## config.mk

```make
export PLATFORM = sky130hd
export DESIGN_NAME = bird_ctl
export DESIGN_NICKNAME = d
export VERILOG_FILES = /design/src/rtl/game_pkg.sv /design/src/rtl/bird_ctl.sv
export SDC_FILE = /design/constraint.sdc
export NUM_CORES = 1
export LEC_CHECK = 0
export ABC_CLOCK_PERIOD_IN_PS = 3480
export CAP_MARGIN = 0
export CORE_ASPECT_RATIO = 0.9
export CORE_MARGIN = 2
export CORE_UTILIZATION = 25
export DETAILED_ROUTE_END_ITERATION = 12
export DONT_BUFFER_PORTS = 1
export GPL_TIMING_DRIVEN = 0
export PLACE_DENSITY = 0.43
export SETUP_SLACK_MARGIN = 0.15
export SKIP_LAST_GASP = 1
export SYNTH_ARGS = -nofsm -noshare
export SYNTH_HDL_FRONTEND = slang
export SYNTH_SLANG_ARGS = --single-unit
```

## constraint.sdc

```tcl
create_clock -name clk -period 3.48 [get_ports clk]
set_clock_uncertainty 0.1 [all_clocks]
set_input_delay 0.522 -clock clk [delete_from_list [all_inputs] [get_ports clk]]
set_output_delay 0.522 -clock clk [all_outputs]
set_load 0.005 [all_outputs]
```

## src/rtl/game_pkg.sv

```systemverilog
// game_pkg: shared game state encoding, screen geometry and bird physics constants
//   game_state_t : 2-bit FSM state shared between the game FSM and bird_ctl
//   SCREEN_H, BIRD_H : screen height and bird sprite height in pixels
//   Y_START, Y_MAX, GRAVITY, FLAP_VEL, V_TERM : default bird physics constants
package game_pkg;
    typedef enum logic [1:0] {
        START    = 2'b00,
        GAME     = 2'b01,
        GAMEOVER = 2'b10
    } game_state_t;
    localparam int SCREEN_H = 480;
    localparam int BIRD_H   = 24;
    localparam int Y_START  = 228;
    localparam int Y_MAX    = SCREEN_H - BIRD_H;
    localparam int GRAVITY  = 1;
    localparam int FLAP_VEL = -8;
    localparam int V_TERM   = 10;
endpackage

```

## src/rtl/bird_ctl.sv

```systemverilog
// bird_ctl: per-frame vertical motion of the bird sprite with sticky boundary-hit flag
//   clk, rst_n      : clock, asynchronous active-low reset
//   frame_tick      : one-cycle pulse per video frame
//   state           : game FSM state (only GAME advances physics)
//   game_rst        : synchronous restart of bird position, velocity and hit flag
//   mouse_left_game : flap request, latched until the next GAME frame tick
//   bird_y          : bird top-edge Y in pixels
//   bird_vel        : signed velocity in px/frame
//   bound_hit       : sticky ceiling/floor contact flag
module bird_ctl
    import game_pkg::*;
(
    input  logic       clk,
    input  logic       rst_n,
    input  logic       frame_tick,
    input  logic [1:0] state,
    input  logic       game_rst,
    input  logic       mouse_left_game,
    output logic [9:0] bird_y,
    output logic [5:0] bird_vel,
    output logic       bound_hit
);
    logic              flap_pend;
    logic              step;
    logic signed [6:0] v_inc;
    logic signed [6:0] v_new;
    logic signed [11:0] y_new;
    logic [9:0]        y_nxt;
    logic [5:0]        vel_nxt;
    logic              hit_nxt;

    // Velocity and position use widened signed arithmetic so neither the
    // gravity increment nor a position just past a boundary can wrap.
    always_comb begin
        step    = frame_tick && (game_state_t'(state) == GAME);
        v_inc   = 7'(signed'(bird_vel)) + 7'(GRAVITY);
        v_new   = flap_pend ? 7'(FLAP_VEL) : (v_inc > 7'(V_TERM) ? 7'(V_TERM) : v_inc);
        y_new   = signed'({2'b00, bird_y}) + 12'(v_new);
        y_nxt   = y_new < 0 ? 10'd0 : (y_new > 12'(Y_MAX) ? 10'(Y_MAX) : y_new[9:0]);
        vel_nxt = (y_new < 0 || y_new > 12'(Y_MAX)) ? 6'd0 : v_new[5:0];
        hit_nxt = bound_hit || y_new < 0 || y_new > 12'(Y_MAX);
    end

    always_ff @(posedge clk or negedge rst_n) begin
        if (!rst_n) begin
            bird_y    <= 10'(Y_START);
            bird_vel  <= 6'd0;
            bound_hit <= 1'b0;
            flap_pend <= 1'b0;
        end else if (game_rst) begin
            bird_y    <= 10'(Y_START);
            bird_vel  <= 6'd0;
            bound_hit <= 1'b0;
            flap_pend <= mouse_left_game;
        end else if (step) begin
            bird_y    <= y_nxt;
            bird_vel  <= vel_nxt;
            bound_hit <= hit_nxt;
            // A flap arriving on the consuming tick itself is kept for the next frame.
            flap_pend <= mouse_left_game;
        end else begin
            flap_pend <= flap_pend || mouse_left_game;
        end
    end
endmodule
```

==> reports/results.ini <==
[place]
dp_slack_ns=-0.546
gp_congestion=0.812
post_dp_cell_area_um2=1630
port-buffer-count=0
dpl.hpwl_um=2760

[timing]
drv_slew=0
finalSetupTns_ns=-3.90
setup_viol=16
fin_crit_ns=3.78
hold_viol=0
fmax_ghz=0.265
finalCritPeriodShare=1.09
rsz0062_at_grt=true
worst_pin_slew_ns=0.829
hold_ws_ns=0.265
maxSlewHeadroom=0.445
final.setup.worst_slack_ns=-0.300

[global_route]
grt-ovfl-total=0
antenna_found_initial=0
grtUsageTotal=0.121
grt_pass1_wl_um=6370
grt_max_degree=19
grt_pass1_vias=1242

[yosys]
synth_area_leaders=dfrtp_1, ha_1, dfstp_2, a22o_1, xor2_1
synth_edf_count=0
synth-seq-cells=18
synthDistinctLibCells=44
synthAdderAreaFrac=0.135
async_flop_share=1.00
ys_seq_area_frac=0.315
synth_compound_area_frac=0.265
synthSimpleGateAreaFrac=0.165
synth_top_area_cell=dfrtp_1
syn_nets=174
yosys_warnings=0
yosys.area.top_type_share=0.242
synthFlopType=dfrtp_1
synth_top_family_by_area=compound AO/OA/AOI/OAI gates
syn_inst=152
syn_area_um2=1450
synth_mux_area_frac=0
synth_common_cells=dfrtp_1, ha_1, a21oi_1, nor2_1, a22o_1
synth_xor_area_frac=0.0900
synth_area_per_cell_um2=9.51

[clock_network]
cts-root-buf=clkbuf_8
cts.clk_slew.worst_paths_ns=0.07
numCtsBuffers=3
cts_tree=done
htreeDepth=1
clk_latency_ns=0.25
cts_buffer_depth=2
cts.sinks=18

[routing]
first_iter_violations=48
wl_per_cell_um=16.3
drtAntennaViolNets=0
firstDrtPassIters=4
wl_um=3960
viasPerCell=5.16
vias=1255
route.detailed.drc=0

[worst_setup_path]
rr_worst_depth=15
cp-startpoint=bird_vel[0]
cp_max_fo=8
cp_data_arrival_time_ns=3.83
crit_path_end=bound_hit
reg2reg_to=bound_hit
required_ns=3.53
critPathKind=reg -> reg
rr_startpoint=bird_vel[0]
crit_path_end_kind=flip-flop
cp-start-kind=flip-flop
ff2ff_setup_slack_ns=-0.30

[run_status]
status=finished, violations left
violations=setup timing

[floorplan]
core_area_um2=5630
die_h_um=76.1
dieArea_um2=6410
rows=26
dieWidth_um=84.1
initial_core_util=0.257
boundaryPins=24

[min_path]
hold_class=in -> reg

[cells_and_area]
drive_gt1_frac=0.382
design_area_um2=1950
syn2layout_area_growth_pct=35.2
diodes=0
final_nets=196

[power_and_ir_drop]
power.density_nw_per_um2=311
power_leakage_nw=0.817
power_mw=0.607
ir_worst_vdd_mv=0.159

[job]
maxCapViolations=0

## sequential cells by signal, indices dropped and copies added, names as in the netlist
register   count
bird_vel       6
flap_pend      1
bird_y        10
bound_hit      1
## power breakdown
| group | leakage (nW) | internal [mW] | switching (mW) |
|---|---|---|---|
| sequential | 0.229 | 0.218 | 0.0105 |
| clock | 0.0228 | 0.0814 | 0.0731 |
| combinational | 0.566 | 0.100 | 0.125 |
| total | 0.817 | 0.399 | 0.208 |
## layer usage
layer	wire, µm	up-vias	track usage
met3	206	6	0.0336
met1	1930	610	0.168
met5	0	-	0
li1	-	615	-
met4	53	0	0.0242
met2	1770	24	0.190
## critical path: stages (launching register included)
cell and delay [ns]:
dfrtp_2 0.51, ha_4 0.22, nand3_4 0.07, a21oi_2 0.04
and3_1 0.19, nor2_1 0.13, o211ai_1 0.16, or3_4 0.39
ha_4 0.30, nand2_2 0.06, o31ai_4 0.38, xor2_2 0.16
a211oi_4 0.27, nor3_4 0.09, or3_4 0.41, a22o_1 0.19
## kinds of logic (layout without fill, tap and decap cells)
kind of cell,after synthesis,count (layout)
adders and majority gates,15,15
xor gates and xnor gates,14,14
buffers and inverters,11,32
AOI/OAI and AO/OA,53,53
DFF,18,18
and+or+nand+nor,41,41
## final cells by class
type                            instances  area, µm²
Tap cell                               70       87.6
Buffer                                  4       16.3
Timing Repair Buffer                   17        141
Fill cell                             570       3670
Clock buffer                            4       45.0
Sequential cell                        18        459
Inverter                                7       26.3
Multi-Input combinational cell        123       1180
## what timing repair did
item                                   4_1_cts  5_1_grt
cloned                                       0        0
pin swaps                                   21       16
setup endpoints to repair                   16       16
hold buffers                                 1        0
setup buffers                                9        7
gates resized for setup                     19       12
endpoints found under the hold margin       18        0
## placed cells by master, fill, tap and decap left out, types with 2 or more instances in the layout
cell | Yosys | final
ha_4 | 0 | 4
o21ai_0 | 5 | 2
a211oi_4 | 0 | 2
inv_1 | 7 | 7
a21oi_4 | 0 | 2
buf_4 | 0 | 13
dfrtp_2 | 0 | 3
or3_4 | 0 | 3
clkbuf_8 | 0 | 3
o21ai_2 | 0 | 3
ha_1 | 14 | 9
a21o_1 | 7 | 7
buf_6 | 0 | 3
a21oi_1 | 12 | 10
nor2_1 | 11 | 9
dfstp_2 | 4 | 4
nand3_1 | 5 | 4
nand2_1 | 5 | 4
a22o_1 | 10 | 10
dfrtp_1 | 14 | 11
nor2_2 | 0 | 2
xor2_1 | 7 | 6
and3_1 | 2 | 2
nand4_1 | 2 | 2
clkbuf_1 | 2 | 3
o21ai_1 | 4 | 4
a211oi_1 | 3 | 2
a21oi_2 | 3 | 3
xnor2_1 | 6 | 3
xnor2_2 | 1 | 4
## worst min path at each step
stage,startpoint,end,slack (ns),cells past startpoint
2_1_floorplan,rst_n,bird_vel[0],0.13,0
3_3_place_gp,rst_n,bird_y[0],0.13,0
3_5_place_dp,rst_n,bird_y[3],0.13,0
4_1_cts,mouse_left_game,flap_pend,0.26,1
5_1_grt,mouse_left_game,flap_pend,0.25,1
6_report,mouse_left_game,flap_pend,0.27,1
## per-stage QoR
stage	utilization	std cells
finish	0.347	243
CTS	0.326	236
floorplan	-	152
global placement	0.289	222
detailed placement	0.289	222
global route	0.347	243
Power figures use the tool's default switching activity.
